==> src/rtl/apb_slave.sv <==
// APB completer over a byte-wide register file. Latency: pready in the 1+WAIT_CYCLES-th access cycle.
// Backpressure via pready wait states; out-of-range offsets answer pslverr and never touch storage.
module apb_slave #(
   parameter int DEPTH       = 64,
   parameter int WAIT_CYCLES = 1
) (
   input  logic       pclk,
   input  logic       preset,
   input  logic       psel,
   input  logic       penable,
   input  logic       pwrite,
   input  logic [8:0] paddr,
   input  logic [7:0] pwdata,
   output logic [7:0] prdata,
   output logic       pready,
   output logic       pslverr
);

   localparam int         AW      = (DEPTH > 1) ? $clog2(DEPTH) : 1;
   localparam int         MSZ     = 1 << AW;
   localparam logic [8:0] DEPTH_W = 9'(DEPTH);
   localparam logic [3:0] WAIT_W  = 4'(WAIT_CYCLES);

   typedef enum logic {IDLE, ACCESS} state_t;

   state_t      state_q, state_d;
   logic [7:0]  addr_q, addr_d;
   logic        write_q, write_d;
   logic [7:0]  wdata_q, wdata_d;
   logic        err_q, err_d;
   logic [3:0]  wcnt_q, wcnt_d;
   logic [7:0]  prdata_q, prdata_d;
   logic [7:0]  mem_q [MSZ];

   logic        mem_we;
   logic        setup;
   logic        in_range;
   logic [7:0]  rd_val;
   logic        unused_bits;

   // Storage is rounded up to a power of two; entries at or above DEPTH are never written.
   assign in_range    = ({1'b0, paddr[7:0]} < DEPTH_W);
   assign rd_val      = in_range ? mem_q[paddr[AW-1:0]] : 8'h00;
   assign setup       = psel && !penable;
   assign unused_bits = ^{paddr[8], addr_q};

   always_comb begin
      state_d  = state_q;
      addr_d   = addr_q;
      write_d  = write_q;
      wdata_d  = wdata_q;
      err_d    = err_q;
      wcnt_d   = wcnt_q;
      prdata_d = prdata_q;
      mem_we   = 1'b0;

      // A setup phase seen in ACCESS restarts the transfer and drops the old one.
      if (setup) begin
         addr_d  = paddr[7:0];
         write_d = pwrite;
         wdata_d = pwdata;
         err_d   = !in_range;
         wcnt_d  = WAIT_W;
         state_d = ACCESS;
         if (!pwrite) begin
            prdata_d = rd_val;
         end
      end else if (state_q == ACCESS) begin
         if (!psel) begin
            state_d = IDLE;
         end else if (wcnt_q != 4'd0) begin
            wcnt_d = wcnt_q - 4'd1;
         end else begin
            mem_we  = write_q && !err_q;
            state_d = IDLE;
         end
      end
   end

   always_ff @(posedge pclk) begin
      if (!preset) begin
         state_q  <= IDLE;
         addr_q   <= 8'h00;
         write_q  <= 1'b0;
         wdata_q  <= 8'h00;
         err_q    <= 1'b0;
         wcnt_q   <= 4'd0;
         prdata_q <= 8'h00;
         for (int i = 0; i < MSZ; i++) begin
            mem_q[i] <= 8'h00;
         end
      end else begin
         state_q  <= state_d;
         addr_q   <= addr_d;
         write_q  <= write_d;
         wdata_q  <= wdata_d;
         err_q    <= err_d;
         wcnt_q   <= wcnt_d;
         prdata_q <= prdata_d;
         if (mem_we) begin
            mem_q[addr_q[AW-1:0]] <= wdata_q;
         end
      end
   end

   assign prdata  = prdata_q;
   assign pready  = (state_q == ACCESS) && (wcnt_q == 4'd0);
   assign pslverr = pready && err_q;

endmodule

==> config.mk <==
export PLATFORM = sky130hd
export DESIGN_NAME = apb_slave
export DESIGN_NICKNAME = d
export VERILOG_FILES = /design/src/rtl/apb_slave.sv
export SDC_FILE = /design/constraint.sdc
export NUM_CORES = 1
export LEC_CHECK = 0
export ABC_AREA = 1
export CAP_MARGIN = 20
export CORE_MARGIN = 2
export CORE_UTILIZATION = 50
export DETAILED_ROUTE_END_ITERATION = 10
export PLACE_DENSITY = 0.73
export SLEW_MARGIN = 5
export SYNTH_ARGS = -nofsm -noshare
export SYNTH_HDL_FRONTEND = slang
export SYNTH_SLANG_ARGS = --single-unit
==> constraint.sdc <==
create_clock -name pclk -period 4 [get_ports pclk]
set_input_delay 0.8 -clock pclk [delete_from_list [all_inputs] [get_ports pclk]]
set_output_delay 0.8 -clock pclk [all_outputs]
set_load 0.03 [all_outputs]
==> flow_metrics.env, run 1 <==
export IMPL_placed_area_um2=25290
export IMPL_cts_sinks=541
export IMPL_syn_inst=2586
export IMPL_routed_via_density=5.772
export IMPL_setup_tns_final_ps=0
export IMPL_yosysSeqAreaShare=0.6513
export IMPL_period_needed_ps=2989
export IMPL_syn_nets=2610
export IMPL_antenna_found_initial=0
export IMPL_pin_count=32
export IMPL_h_tree_depth=2
export IMPL_antenna_left=0
export IMPL_die_area_um2=50780
export IMPL_synth_fa_ha_area_frac=0.001021
export IMPL_setup_viol=0
export IMPL_clockPowerShare=0.403
export IMPL_p_int_w=0.009453
export IMPL_worstSetupStartpointType="flop"
export IMPL_rsz0062_at_grt="false"
export IMPL_antennaDiodeCount=0
export IMPL_routed_wl_um=63530
export IMPL_synth_xor_area_frac=0
export IMPL_clkLatencyLatePin_ps=610
export IMPL_reg2reg_to="mem_q[61][5]"
export IMPL_design_area_um2=27040
export IMPL_cp_top_family="buffers and inverters"
export IMPL_hold_depth=2
export IMPL_end_kind="output port"
export IMPL_cp_slowest_cell="clkdlybuf4s50_1"
export IMPL_synth_compound_area_frac=0.007763
export IMPL_drive_gt1_frac=0.07326
export IMPL_ff2ff_setup_slack_ps=1280
export IMPL_synth_top_family_by_area="simple AND/OR/NAND/NOR gates"
export IMPL_cap_violations=0
export IMPL_hold_path_class="flop to flop"
export IMPL_crit_chain="inv_1, ha_1, nand3_1, nor3_1, clkdlybuf4s50_1"
export IMPL_slew_violations=0
export IMPL_p_per_area_nw_per_um2=456.9
export IMPL_dp_hpwl_um=38330
export IMPL_cts_inserted_buffers=54
export IMPL_place_gp_congestion=0.8635
export IMPL_ctsResizeCount=0
export IMPL_avgSynthCellArea_um2=9.474
export IMPL_dr_pass1_iters=8
export IMPL_path_max_fanout=5
export IMPL_cp_num_buf_inv=2
export IMPL_synth_mux_area_frac=0
export IMPL_pre_cts_ws_ps=455.1
export IMPL_core_area_um2=48650
export IMPL_switching_share=0.2348
export IMPL_min_delay_start="prdata[3]"
export IMPL_combPwrFrac=0.078
export IMPL_p_sw_w=0.002900
export IMPL_area_delta_synth_final_pct=10.37
export IMPL_stdcell_count=3202
export IMPL_power_frac_seq=0.520
export IMPL_grt_overflow=0
export IMPL_finalNetCount=2561
export IMPL_final_setup_worst_slack_ps=1011
export IMPL_synthSimpleGateAreaFrac=0.3062
export IMPL_yosys_warnings=0
export IMPL_drtIter0Drc=2251
export IMPL_timing_rr_start="wcnt_q[0]"
export IMPL_max_freq_ghz=0.3346
export IMPL_cts_hold_buf=0
export IMPL_via_count=18480
export IMPL_timing_slew_headroom=0.3017
export IMPL_io_buffers=30
export IMPL_max_stage_delay_ps=690
export IMPL_status="completed"
export IMPL_cts_setup_buffers=0
export IMPL_dp_cells=3102
export IMPL_cp_arrival_ps=2190
export IMPL_worst_ep_required_time_ps=3200
export IMPL_criticalPathCategory="flop to output port"
export IMPL_tightest_slew_ps=1046
export IMPL_die_w_um=225.4
export IMPL_max_clock_path_buffers=3
export IMPL_clkSlewWorstSetupHoldPaths_ps=60
export IMPL_rr_worst_depth=8
export IMPL_finClkSkew_ps=14.00
export IMPL_cts_root_buf="clkbuf_16"
export IMPL_grt_total_usage=0.2530
export IMPL_grt_pass1_wl_um=97030
export IMPL_cellLeakagePower_nw=10.06
export IMPL_ys_seq_elements=541
export IMPL_drc=0
export IMPL_period_share=0.7472
export IMPL_initial_core_util=0.5036
export IMPL_wire_per_inst_um=19.84
export IMPL_finalHoldViolCount=0
export IMPL_holdPathEnd="prdata[3]"
export IMPL_synth_distinct_cells=25
export IMPL_die_h_um=225.4
export IMPL_ir_drop_mv=0.4377
export IMPL_synthesis_area_um2=24500
export IMPL_grt_max_degree=161
export IMPL_tritoncts="yes"
export IMPL_core_rowCount=81
export IMPL_grt_pass1_vias=17640
[kinds of logic (layout without fill, tap and decap cells)]
| family | Yosys count | count (layout) |
|---|---|---|
| flops | 541 | 541 |
| buf+inv | 212 | 206 |
| compound gates | 37 | 37 |
| simple gates | 1794 | 1794 |
| fa+ha+maj | 2 | 2 |
[how the worst max path moves through the flow]
| stage | from | to | slack (ps) | cells after the start |
|---|---|---|---|---|
| after CTS | wcnt_q[0] | pslverr | 970 | 5 |
| after detailed placement | psel | mem_q[61][6] | 460 | 7 |
| final | wcnt_q[0] | pslverr | 1010 | 5 |
| after global placement | psel | mem_q[13][5] | 490 | 9 |
| after floorplan | preset | mem_q[0][0] | 1430 | 7 |
| after global routing | wcnt_q[0] | pslverr | 880 | 5 |
[placed cells by master, fill, tap and decap left out, types with 8 or more instances in the layout]
master	netlist	layout
inv_1	26	17
buf_12	0	8
nor2_4	8	8
edfxtp_1	512	512
a21oi_1	21	21
buf_4	0	39
nor2_1	516	516
nand2_2	32	32
nand3_1	427	427
dfxtp_1	29	29
clkbuf_16	0	57
o21ai_0	15	15
clkinv_1	3	14
clkbuf_1	131	14
nor3_2	7	8
inv_2	3	11
nand2_1	795	795
clkdlybuf4s50_1	0	26
[stage by stage]
step,total power (W),hold slack [ps],utilization
floorplan,0.007138,441.0,-
global placement,0.007454,444.0,0.5199
detailed placement,0.007479,444.4,0.5199
CTS,0.01236,457.0,0.5554
global route,0.01268,477.9,0.5558
finish,0.01235,457.5,0.5558
[per-layer routing]
metal | part of all wire | vias up | track usage
met5 | 0 | - | 0
met4 | 0.037 | 0 | 0.1025
met3 | 0.095 | 155 | 0.03220
met2 | 0.48 | 990 | 0.4233
met1 | 0.39 | 8801 | 0.3364
li1 | - | 8535 | -
[power by group through the flow]
stage          combinational [W]  clock (W)  sequential, W
2_1_floorplan           0.000619          0        0.00652
3_3_place_gp            0.000920          0        0.00653
3_5_place_dp            0.000938          0        0.00654
4_1_cts                 0.000941    0.00500        0.00642
5_1_grt                  0.00103    0.00521        0.00644
6_report                0.000958    0.00497        0.00642
[tightest hold or removal path, cell delays in order, from the launching register on]
cell	delay, ps
dfxtp_1	310
nand2_1	60
nand2_1	50
[registers in the layout (all words and copies together) (netlist names)]
signal	flops
mem_q	512
err_q	1
wcnt_q	4
wdata_q	8
state_q	1
addr_q	6
write_q	1
prdata	8
[cells in the mapped netlist]
cell type / n / area, um^2
a21oi_1: 21 / 105.1
buf_1: 25 / 93.84
buf_2: 24 / 120.1
clkbuf_1: 131 / 491.7
clkinv_1: 3 / 11.26
dfxtp_1: 29 / 580.6
edfxtp_1: 512 / 15370
ha_1: 2 / 25.02
inv_1: 26 / 97.59
inv_2: 3 / 11.26
nand2_1: 795 / 2984
nand2_2: 32 / 200.2
nand3_1: 427 / 2137
nand3_2: 1 / 10.01
nand3b_2: 1 / 11.26
nand4_1: 1 / 6.260
nor2_1: 516 / 1937
nor2_4: 8 / 90.09
nor3_1: 2 / 10.01
nor3_2: 7 / 70.07
nor4_2: 1 / 12.51
nor4_4: 1 / 21.27
o21ai_0: 15 / 75.07
o311a_1: 1 / 10.01
or2_2: 2 / 12.51
[cell type report]
cell class | instances | area, um^2
clock buffers | 76 | 1548
clock inverters | 23 | 177.7
fillers | 4088 | 21610
inverters | 32 | 127.6
multi-input cells | 1833 | 7722
flip-flops and latches | 541 | 15960
well taps | 622 | 778.2
repair buffers | 75 | 729.5
(Power assumes the default switching activity.)
==> run 2, diff against run 1 <==
clock period = 3 ns   (was 4 ns; I/O delays follow)
==> run 2 against run 1 <==
Compared with the run above: clock power increased by 25%; clock skew decreased by 4.5 ps; combinational power increased by 38%; largest cell class unchanged; largest power group unchanged.
==> flow_metrics.env, run 2 (synthesis results as in run 1) <==
export IMPL_timing_slew_headroom=0.2804
export IMPL_worst_ep_required_time_ps=2400
export IMPL_tightest_slew_ps=1078
export IMPL_grt_max_degree=123
export IMPL_final_cell_mix="nand2_1, nor2_1, edfxtp_1, nand3_1, buf_4"
export IMPL_die_area_um2=50780
export IMPL_status="completed"
export IMPL_setup_viol=0
export IMPL_slew_violations=0
export IMPL_wire_per_inst_um=19.14
export IMPL_cp_top_family="buffers and inverters"
export IMPL_holdPathEnd="state_q"
export IMPL_drtIter0Drc=2394
export IMPL_period_needed_ps=2751
export IMPL_top_register="mem_q"
export IMPL_routed_wl_um=62960
export IMPL_ir_drop_mv=0.5149
export IMPL_path_max_fanout=5
export IMPL_drive_gt1_frac=0.1046
export IMPL_pre_cts_ws_ps=102.1
export IMPL_dr_pass1_iters=6
export IMPL_pin_count=32
export IMPL_io_buffers=30
export IMPL_regArea_um2=15960
export IMPL_grt_overflow=0
export IMPL_die_w_um=225.4
export IMPL_cts_setup_buffers=0
export IMPL_h_tree_depth=2
export IMPL_routed_via_density=5.668
export IMPL_core_rowCount=81
export IMPL_finalNetCount=2656
export IMPL_cap_violations=0
export IMPL_grt_pass1_wl_um=97440
export IMPL_final_util=0.5715
export IMPL_drc=0
export IMPL_cp_slowest_cell="clkdlybuf4s50_1"
export IMPL_cts_sinks=541
export IMPL_crit_chain="inv_1, ha_1, nand3_1, nor2_1, clkdlybuf4s50_1"
export IMPL_final_common_cell="nand2_1"
export IMPL_cp_arrival_ps=2150
export IMPL_placed_area_um2=26230
export IMPL_cellLeakagePower_nw=10.49
export IMPL_grt_total_usage=0.2523
export IMPL_timing_rr_start="wcnt_q[0]"
export IMPL_min_delay_start="preset"
export IMPL_setup_tns_final_ps=0
export IMPL_cts_inserted_buffers=53
export IMPL_criticalPathCategory="flop to output port"
export IMPL_fillers=4037
export IMPL_setup_worst_path_start="wcnt_q[0]"
export IMPL_clkSlewWorstSetupHoldPaths_ps=60
export IMPL_design_area_um2=27800
export IMPL_rsz0062_at_grt="false"
export IMPL_rr_worst_depth=9
export IMPL_grt_pass1_vias=18050
export IMPL_antenna_left=0
export IMPL_tritoncts="yes"
export IMPL_cp_num_buf_inv=2
export IMPL_cts_root_buf="clkbuf_16"
export IMPL_initial_core_util=0.5036
export IMPL_clkLatencyLatePin_ps=600
export IMPL_finClkSkew_ps=9.519
export IMPL_die_h_um=225.4
export IMPL_via_count=18650
export IMPL_ff2ff_setup_slack_ps=710
export IMPL_core_area_um2=48650
export IMPL_dp_hpwl_um=39510
export IMPL_end_kind="output port"
export IMPL_p_per_area_nw_per_um2=578.9
export IMPL_period_share=0.9171
export IMPL_reg2reg_to="mem_q[20][4]"
export IMPL_hold_depth=3
export IMPL_final_setup_worst_slack_ps=248.7
export IMPL_multi_input_area_um2=7717
export IMPL_area_delta_synth_final_pct=13.48
export IMPL_worstSetupStartpointType="flop"
export IMPL_finalHoldViolCount=0
export IMPL_place_gp_congestion=0.8867
export IMPL_antenna_found_initial=2
export IMPL_max_freq_ghz=0.3635
export IMPL_max_clock_path_buffers=3
export IMPL_max_stage_delay_ps=680
export IMPL_hold_path_class="primary input to flop"
export IMPL_largest_register_ffs=512
-- run 2: changes by cell type in the layout (fill, tap and decap cells not counted), sizes merged --
cell           before  now
buf                49  145
clkinv             21   15
clkbuf             76   71
inv                30   32
bufinv              3    2
clkdlybuf4s50      26   25
clkinvlp            1    2
diode               0    1
dlymetal6s2s        0    1
-- run 2: per-stage QoR --
step | power [W] | hold slack, ps | std cells
global placement | 0.009975 | 445.5 | 3199
global route | 0.01652 | 334.9 | 3289
floorplan | 0.009517 | 441.0 | 2586
CTS | 0.01611 | 315.9 | 3289
finish | 0.01609 | 325.6 | 3290
detailed placement | 0.01001 | 440.8 | 3199
-- run 2: cell type report --
cell class                      count  share of cell area
Sequential cell                   541              0.5739
Multi-Input combinational cell   1833              0.2776
Timing Repair Buffer              171             0.05945
Clock buffer                       71             0.05086
Tap cell                          622             0.02799
Clock inverter                     19            0.005536
Inverter                           32            0.004590
Antenna cell                        1          0.00009001
-- run 2: repair_timing --
| action | in CTS | in global routing |
|---|---|---|
| resized for setup | 0 | 1 |
| hold buffers | 0 | 0 |
| endpoints found under the setup margin | 0 | 1 |
-- run 2: per-layer routing --
layer	global-route usage	routed length (um)	share of wire
met5	0	14	0.00022
met4	0.1160	2726	0.043
met3	0.04237	5856	0.093
met2	0.4250	30640	0.49
met1	0.3203	23720	0.38
-- run 2: worst max path at each step --
stage / endpoint / slack, ps / cells after the start
global route: pready / 120 / 5
detailed placement: mem_q[12][0] / 100 / 10
floorplan: mem_q[0][0] / 630 / 7
finish: pready / 250 / 5
global placement: mem_q[20][3] / 140 / 10
CTS: pslverr / 160 / 5
-- run 2: worst min-delay path, cell delays in order --
cell,delay [ps]
buf_4,110
inv_2,70
a21oi_1,100
-- run 2: where the power goes --
group          internal (W)  leakage [nW]  total (W)  switching (W)
registers           0.00848          5.53    0.00856      0.0000767
clock network       0.00346         0.761    0.00622        0.00276
logic              0.000337          4.19    0.00132       0.000981
total                0.0123          10.5     0.0161        0.00382
==> run 3, diff against run 2 <==
CAP_MARGIN = 0   (was 20)
==> results of run 3 <==
Same layout as run 2: the final DEF is identical, and so are final timing and power.
